===== config.mk =====
export PLATFORM = sky130hd
export DESIGN_NAME = lfsr_8bit
export DESIGN_NICKNAME = d
export VERILOG_FILES = /design/src/rtl/lfsr_8bit.sv
export SDC_FILE = /design/constraint.sdc
export NUM_CORES = 1
export LEC_CHECK = 0
export ABC_CLOCK_PERIOD_IN_PS = 800
export BUFFER_PORTS_ARGS = -buffer_cell sky130_fd_sc_hd__buf_4
export CORE_AREA = 2 2 39 41
export DETAILED_ROUTE_END_ITERATION = 7
export DIE_AREA = 0 0 41 43
export PLACE_DENSITY = 0.58
export SETUP_SLACK_MARGIN = 0.15
export SKIP_LAST_GASP = 1
export SLEW_MARGIN = 15
export SYNTH_ARGS = -nofsm -noshare
export SYNTH_HDL_FRONTEND = slang
export SYNTH_SLANG_ARGS = --single-unit

===== constraint.sdc =====
create_clock -name clk -period 0.8 [get_ports clk]
set_input_delay 0.04 -clock clk [delete_from_list [all_inputs] [get_ports clk]]
set_output_delay 0.04 -clock clk [all_outputs]
set_load 0.01 [all_outputs]

===== src/rtl/lfsr_8bit.sv =====
// -----------------------------------------------------------------------------
// lfsr_8bit
//
// Free-running maximal-length Fibonacci LFSR used as the pseudo-random source
// for the game/pattern logic. A synchronous reset loads a caller-supplied seed;
// every other rising clock edge shifts the register left by one and inserts
// the XOR of the tapped state bits at bit 0.
//
// Parameters
//   WIDTH  register width, legal 3..16 (anything else stops elaboration)
//   TAPS   tap-mask override; bit i set means state bit i feeds the XOR.
//          0 selects the built-in primitive-polynomial entry for WIDTH.
//
// Ports
//   clk         in   1      single clock, rising edge
//   reset       in   1      synchronous, active-high; loads seed
//   seed        in   WIDTH  initial state, only looked at while reset=1
//   shift_seed  out  WIDTH  current LFSR state, straight from the register
//
// Build option
//   LFSR_ZERO_GUARD_EN  when defined, the all-zero lock-up state can never be
//                       entered or held: a zero seed loads 1, and a zero state
//                       while running steps to 1. When undefined no guard
//                       logic exists and a zero seed parks the LFSR at 0 until
//                       the next reset with a non-zero seed.
// -----------------------------------------------------------------------------
module lfsr_8bit #(
    parameter int          WIDTH = 8,
    parameter logic [15:0] TAPS  = 16'h0000
) (
    input  logic             clk,
    input  logic             reset,
    input  logic [WIDTH-1:0] seed,
    output logic [WIDTH-1:0] shift_seed
);

    // Primitive-polynomial tap masks, one per supported width.
    function automatic logic [15:0] table_mask(input int w);
        logic [15:0] m;
        case (w)
            3:       m = 16'h0006;
            4:       m = 16'h000C;
            5:       m = 16'h0014;
            6:       m = 16'h0030;
            7:       m = 16'h0060;
            8:       m = 16'h00B8;
            9:       m = 16'h0110;
            10:      m = 16'h0240;
            11:      m = 16'h0500;
            12:      m = 16'h0E08;
            13:      m = 16'h1C80;
            14:      m = 16'h3802;
            15:      m = 16'h6000;
            16:      m = 16'hD008;
            default: m = 16'h0000;
        endcase
        return m;
    endfunction

    localparam logic [15:0]      MASK_SEL = (TAPS != 16'h0000) ? TAPS : table_mask(WIDTH);
    localparam logic [WIDTH-1:0] TAP_MASK = WIDTH'(MASK_SEL);

    generate
        if (WIDTH < 3 || WIDTH > 16) begin : g_bad_width
            $error("lfsr_8bit: WIDTH must be in 3..16");
        end
    endgenerate

    logic [WIDTH-1:0] state_q;
    logic [WIDTH-1:0] state_d;
    logic [WIDTH-1:0] load_val;
    logic             fb;

    // Feedback is the parity of the tapped bits; the new bit enters at bit 0.
    assign fb = ^(state_q & TAP_MASK);

`ifdef LFSR_ZERO_GUARD_EN
    localparam logic [WIDTH-1:0] ONE = WIDTH'(1);

    always_comb begin
        load_val = seed;
        if (seed == '0) begin
            load_val = ONE;
        end
    end

    // A zero state can only arise from an upset; recover to 1 rather than
    // stalling forever.
    always_comb begin
        state_d = {state_q[WIDTH-2:0], fb};
        if (state_q == '0) begin
            state_d = ONE;
        end
    end
`else
    always_comb begin
        load_val = seed;
    end

    always_comb begin
        state_d = {state_q[WIDTH-2:0], fb};
    end
`endif

    // Reset takes priority over shifting on the same edge.
    always_ff @(posedge clk) begin
        if (reset) begin
            state_q <= load_val;
        end else begin
            state_q <= state_d;
        end
    end

    assign shift_seed = state_q;

endmodule


==> out/metrics.csv, run 1 <==
stage,metric,value,unit
power_and_ir_drop,Pleak,0.218,nW
clock_network,Root Buffer,clkbuf_4,
sta,Slew HR,91.2,%
final_layout,most frequent cells in the layout,"12 x buf_4, 7 x mux2_2, 6 x dfxtp_2, 5 x buf_6, 3 x clkbuf_4",
die,site row count,14,
final_layout,nets@finish,52,
clock_network,clk_lat worst skew,0.25,ns
global_routing,gr ovfl total,0,
sta,total negative setup slack,0,ns
sta,Worst Slack Setup Final,0.000725,ns
sta,Clock Skew,0.000165,ns
die,die height,43,µm
run,max_cap viols,0,
worst_setup_path,Crit path buffers/inverters,0,
worst_hold_path,HP Start,seed[0],
logic_synthesis,"Seq/Total Area, Yosys",57.4,%
sta,RSZ-0062 raised after global routing,true,
logic_synthesis,register bit count reported by yosys,8,
global_routing,GRT Util Overall,9.98,%
detailed_routing,"antenna viol nets, final",0,
final_layout,share of layout cells above drive strength 1,90.0,%
worst_setup_path,largest fanout on the critical path,3,
detailed_routing,drc violations,0,
power_and_ir_drop,Pwr Total,1.08,mW
worst_setup_path,Top delay family on crit path,flip-flops,
worst_setup_path,crit start category,flop,
logic_synthesis,syn nets,31,
logic_synthesis,synthesized cell area,279,µm²
run_status,status,"complete, but fails checks",
sta,Worst Tran Pin Value,0.131,ns
worst_setup_path,R2R Path End,shift_seed[0],
detailed_routing,final wirelength,615,µm
worst_setup_path,Worst R2R Path Depth,3,
global_routing,initial antenna violation count,0,
clock_network,clock tree buffer depth,2,
final_layout,"commonest non-fill, non-tap cell in the layout",buf_4,
sta,final slew viol count,0,
clock_network,"Clk pin slew, worst setup/hold paths",0.05,ns
clock_network,cts bufs inserted,3,
die,die footprint,1760,µm²
sta,fin crit period,0.799,ns
logic_synthesis,synth unique cells,6,
die,core footprint,1380,µm²
worst_hold_path,Hold Crit Depth,3,
worst_setup_path,Levels on crit path,3,
run_status,failing checks,hold timing,
sta,"Hold Violations, Final",1,
global_routing,number of global-route vias before repair,267,
detailed_routing,routed vias/inst,4.02,
clock_network,post-CTS setup repair buffer count,0,
worst_setup_path,crit path max-delay cell type,dfxtp_4,
detailed_routing,per-cell routed wire length,11.0,µm
worst_setup_path,Worst Setup SP,shift_seed[4],
worst_setup_path,worst path required time,0.94,ns
detailed_routing,vias,225,
final_layout,Area growth syn-to-layout,75.3,%
worst_setup_path,reg-to-reg startpoint,shift_seed[4],
placed_design,I/O Buffers,17,
final_layout,Antenna Cells,0,
placed_design,post-DP HPWL,495,µm
final_layout,max reg flops,8,
global_routing,first-pass GRT wire length,1070,µm
worst_hold_path,Hold Path Sink,shift_seed[0],
sta,# setup viols final,0,
detailed_routing,drt pass-1 iters,2,
sta,Tcrit/Tclk final,99.9,%
clock_network,Sink Count,8,
die,io pins,18,
worst_setup_path,Worst EP arrival,0.94,ns
sta,max frequency,1250,MHz
logic_synthesis,warnings from Yosys,0,
placed_design,Final GP Congestion,0.610,
worst_setup_path,Worst R2R Setup Slack,0.0007,ns
worst_hold_path,Hold Crit Class,input port to flop,
global_routing,largest net degree at the start of global routing,10,
worst_setup_path,CP peak stage delay,0.35,ns
worst_setup_path,WS Path Type,flop to flop,
die,Die Wd,41,µm
power_and_ir_drop,VDD IR max,1.08,mV
detailed_routing,Initial DRC Count,1,
logic_synthesis,cells after synthesis,21,
worst_setup_path,Worst setup EP type,flop,
worst_setup_path,worst path cell trace,xnor2_2 > xnor2_1 > o21ai_1,
logic_synthesis,Post-Syn Area per Cell,13.3,µm²
clock_network,H-tree depth,1,
die,initial core utilization,20.2,%
placed_design,pre-CTS setup slack,0.00628,ns
sta,worst hold margin,-0.000721,ns
clock_network,CTS tree,yes,
power_and_ir_drop,pwr dens,2200,nW/µm²
==> report_power, final <==
group | switching [mW] | internal, mW | total (mW)
Combinational | 0.0864 | 0.186 | 0.272
Sequential | 0.0458 | 0.464 | 0.510
Clock | 0.125 | 0.171 | 0.296
Total | 0.257 | 0.821 | 1.08
==> final cells by class <==
type	count	area (µm²)
Multi-Input combinational cell	12	129
Timing Repair Buffer	17	146
Tap cell	16	20.0
Clock buffer	3	22.5
Sequential cell	8	171
Fill cell	140	895
==> Yosys cell counts, drive strengths merged <==
cell	instances	area [µm²]
mux2	7	78.8
dfxtp	8	160
buf	1	5.00
xnor2	3	26.3
o21ai	1	5.00
nand2	1	3.75
==> logic make-up after synthesis <==
family          after synthesis  synth area share, %
compound gates                1                 1.79
simple gates                  1                 1.34
buf+inv                       1                 1.79
xor+xnor                      3                 9.42
mux                           7                 28.3
flops                         8                 57.4
==> repair_timing <==
action | 4_1_cts | 5_1_grt
setup endpoints to repair | 16 | 16
resized for setup | 6 | 0
pin swaps | 0 | 1
endpoints found under the hold margin | 1 | 0
==> layer usage <==
layer	global-route usage (%)	part of all wire, %	wire [µm]
met1	9.45	34	209
met2	13.1	45	274
met3	9.95	21	131
met4	6.00	0	0
met5	0	0	0
==> worst max path at each step <==
stage	end
after floorplan	shift_seed[0]
after global placement	shift_seed[0]
after detailed placement	shift_seed[0]
after CTS	shift_seed[0]
after global routing	shift_seed[0]
final	shift_seed[0]
==> stage by stage <==
step	util (%)	instances	instance area, µm²
6_report	35.4	56	489
5_1_grt	35.4	56	489
4_1_cts	35.4	56	489
3_5_place_dp	32.2	53	445
3_3_place_gp	32.2	53	445
2_1_floorplan	-	21	303
==> worst min-delay path, stage by stage <==
cell,delay (ns)
buf_4,0.08
nand2_1,0.04
o21ai_1,0.05
Note: power is estimated with default switching activity, not from simulation.
==> run 2, diff against run 1 <==
Settings changed: CTS_BUF_LIST set to sky130_fd_sc_hd__clkbuf_2.
==> run 2 against run 1 <==
  * The flow now finishes without violations
  * Clock skew rose by 0.00055 ns
  * Global-route usage fell by 0.10 points
  * Clock power fell by 25%
  * Via count rose by 2.2%
  * Count of clock-buffer cells in the layout did not move
  * Critical path depth did not move
  * Largest power group unchanged
  * Largest cell class unchanged
  * Critical path type unchanged
==> out/metrics.csv, run 2 (synthesis gave the netlist of run 1 again) <==
stage,metric,value,unit,change
run_status,status,completed,,"was complete, but fails checks"
final_layout,nets@finish,52,,unchanged
detailed_routing,drt pass-1 iters,2,,unchanged
worst_setup_path,crit start category,flop,,unchanged
placed_design,pre-CTS setup slack,0.00628,ns,unchanged
final_layout,Post-Layout Cell Count,56,,unchanged
detailed_routing,Initial DRC Count,1,,unchanged
clock_network,"Clk pin slew, worst setup/hold paths",0.07,ns,was 0.05 ns
sta,Clock Skew,0.000715,ns,was 0.000165 ns
clock_network,Sink Count,8,,unchanged
sta,Worst Tran Pin Value,0.131,ns,about the same
die,core footprint,1380,µm²,unchanged
detailed_routing,drc violations,0,,unchanged
sta,total negative setup slack,0,ns,unchanged
sta,worst hold margin,0.0231,ns,was -0.000721 ns
final_layout,"commonest non-fill, non-tap cell in the layout",buf_4,,unchanged
final_layout,most frequent cells in the layout,"12 x buf_4, 7 x mux2_2, 5 x buf_6, 5 x dfxtp_2, 3 x clkbuf_2",,"was 12 x buf_4, 7 x mux2_2, 6 x dfxtp_2, 5 x buf_6, 3 x clkbuf_4"
worst_setup_path,Worst R2R Path Depth,3,,unchanged
sta,Tcrit/Tclk final,99.8,%,was 99.9%
worst_setup_path,WS Path Type,flop to flop,,unchanged
clock_network,clock tree buffer depth,2,,unchanged
sta,RSZ-0062 raised after global routing,true,,unchanged
run,max_cap viols,0,,unchanged
global_routing,GRT Util Overall,9.88,%,was 9.98%
worst_setup_path,R2R Path End,shift_seed[0],,unchanged
worst_setup_path,largest fanout on the critical path,3,,unchanged
worst_hold_path,Hold Crit Class,input port to flop,,unchanged
final_layout,max reg flops,8,,unchanged
detailed_routing,routed vias/inst,4.11,,was 4.02
placed_design,I/O Buffers,17,,unchanged
die,Die Wd,41,µm,unchanged
worst_setup_path,Worst EP arrival,0.92,ns,was 0.94 ns
final_layout,share of layout cells above drive strength 1,90.0,%,unchanged
final_layout,Area growth syn-to-layout,73.5,%,was 75.3%
power_and_ir_drop,pwr dens,2070,nW/µm²,was 2200 nW/µm²
global_routing,gr ovfl total,0,,unchanged
worst_setup_path,Worst R2R Setup Slack,0.002,ns,was 0.0007 ns
detailed_routing,per-cell routed wire length,10.8,µm,was 11.0 µm
sta,# setup viols final,0,,unchanged
die,die height,43,µm,unchanged
global_routing,number of global-route vias before repair,261,,was 267
die,die footprint,1760,µm²,unchanged
final_layout,fillers,142,,was 140
worst_setup_path,reg-to-reg startpoint,shift_seed[4],,unchanged
final_layout,Antenna Cells,0,,unchanged
detailed_routing,vias,230,,was 225
worst_setup_path,worst path required time,0.92,ns,was 0.94 ns
clock_network,Root Buffer,clkbuf_2,,was clkbuf_4
clock_network,H-tree depth,1,,unchanged
sta,final slew viol count,0,,unchanged
sta,max frequency,1250,MHz,about the same
worst_hold_path,Hold Crit Depth,3,,unchanged
die,io pins,18,,unchanged
global_routing,first-pass GRT wire length,1040,µm,was 1070 µm
die,site row count,14,,unchanged
clock_network,cts bufs inserted,3,,unchanged
worst_hold_path,HP Start,seed[0],,unchanged
detailed_routing,final wirelength,604,µm,was 615 µm
worst_hold_path,Hold Path Sink,shift_seed[0],,unchanged
worst_setup_path,Worst setup EP type,flop,,unchanged
placed_design,Final GP Congestion,0.610,,unchanged
clock_network,clk_lat worst skew,0.22,ns,was 0.25 ns
sta,Slew HR,91.2,%,about the same
sta,"Hold Violations, Final",0,,was 1
sta,fin crit period,0.798,ns,was 0.799 ns
placed_design,post-DP HPWL,495,µm,unchanged
placed_design,Placed Cells,53,,unchanged
detailed_routing,"antenna viol nets, final",0,,unchanged
power_and_ir_drop,Pleak,0.217,nW,was 0.218 nW
die,initial core utilization,20.2,%,unchanged
global_routing,initial antenna violation count,0,,unchanged
power_and_ir_drop,VDD IR max,0.970,mV,was 1.08 mV
sta,Worst Slack Setup Final,0.00162,ns,was 0.000725 ns
global_routing,largest net degree at the start of global routing,10,,unchanged
clock_network,CTS tree,yes,,unchanged
[run 2: per-layer routing]
metal | part of all wire (%) | vias up | GRT usage, %
li1 | - | 112 | -
met1 | 35 | 98 | 9.12
met2 | 44 | 20 | 13.1
met3 | 21 | 0 | 9.95
met4 | 0 | 0 | 6.00
met5 | 0 | - | 0
[run 2: how the worst max path moves through the flow]
stage             startpoint             to  slack, ns  cells after the start
4_1_cts        shift_seed[5]  shift_seed[0]    -0.0006                      3
3_5_place_dp   shift_seed[5]  shift_seed[0]      0.006                      3
5_1_grt        shift_seed[3]  shift_seed[0]      -0.04                      3
2_1_floorplan  shift_seed[5]  shift_seed[0]       0.01                      3
6_report       shift_seed[4]  shift_seed[0]      0.002                      3
3_3_place_gp   shift_seed[7]  shift_seed[0]       0.01                      3
[run 2: area by class of cell]
| cell class | instances | area, µm² | area share [%] |
|---|---|---|---|
| Sequential cell | 8 | 174 | 35.9 |
| Timing Repair Buffer | 17 | 146 | 30.2 |
| Multi-Input combinational cell | 12 | 129 | 26.6 |
| Tap cell | 16 | 20.0 | 4.13 |
| Clock buffer | 3 | 15.0 | 3.10 |
[run 2: worst max-delay path: stages (launching register included)]
cell,delay [ns]
dfxtp_4,0.36
xnor2_2,0.13
xnor2_1,0.15
o21ai_1,0.06
[run 2: metrics by stage]
| stage | util (%) | total power, mW | cell area, µm² |
|---|---|---|---|
| after floorplan | - | 0.641 | 303 |
| after global placement | 32.2 | 0.769 | 445 |
| after detailed placement | 32.2 | 0.770 | 445 |
| after CTS | 34.6 | 1.03 | 479 |
| after global routing | 35.0 | 1.08 | 484 |
| final | 35.0 | 1.00 | 484 |
[run 2: repair_timing]
item | CTS | global route
resized for setup | 5 | 2
setup endpoints to repair | 16 | 16
pin swaps | 0 | 1
hold buffers | 0 | 0
setup buffers | 0 | 0
[run 2: power by group]
group | total, mW | switching (mW) | internal (mW)
Sequential | 0.508 | 0.0453 | 0.463
Combinational | 0.272 | 0.0855 | 0.186
Clock | 0.223 | 0.121 | 0.102
Total | 1.00 | 0.252 | 0.751
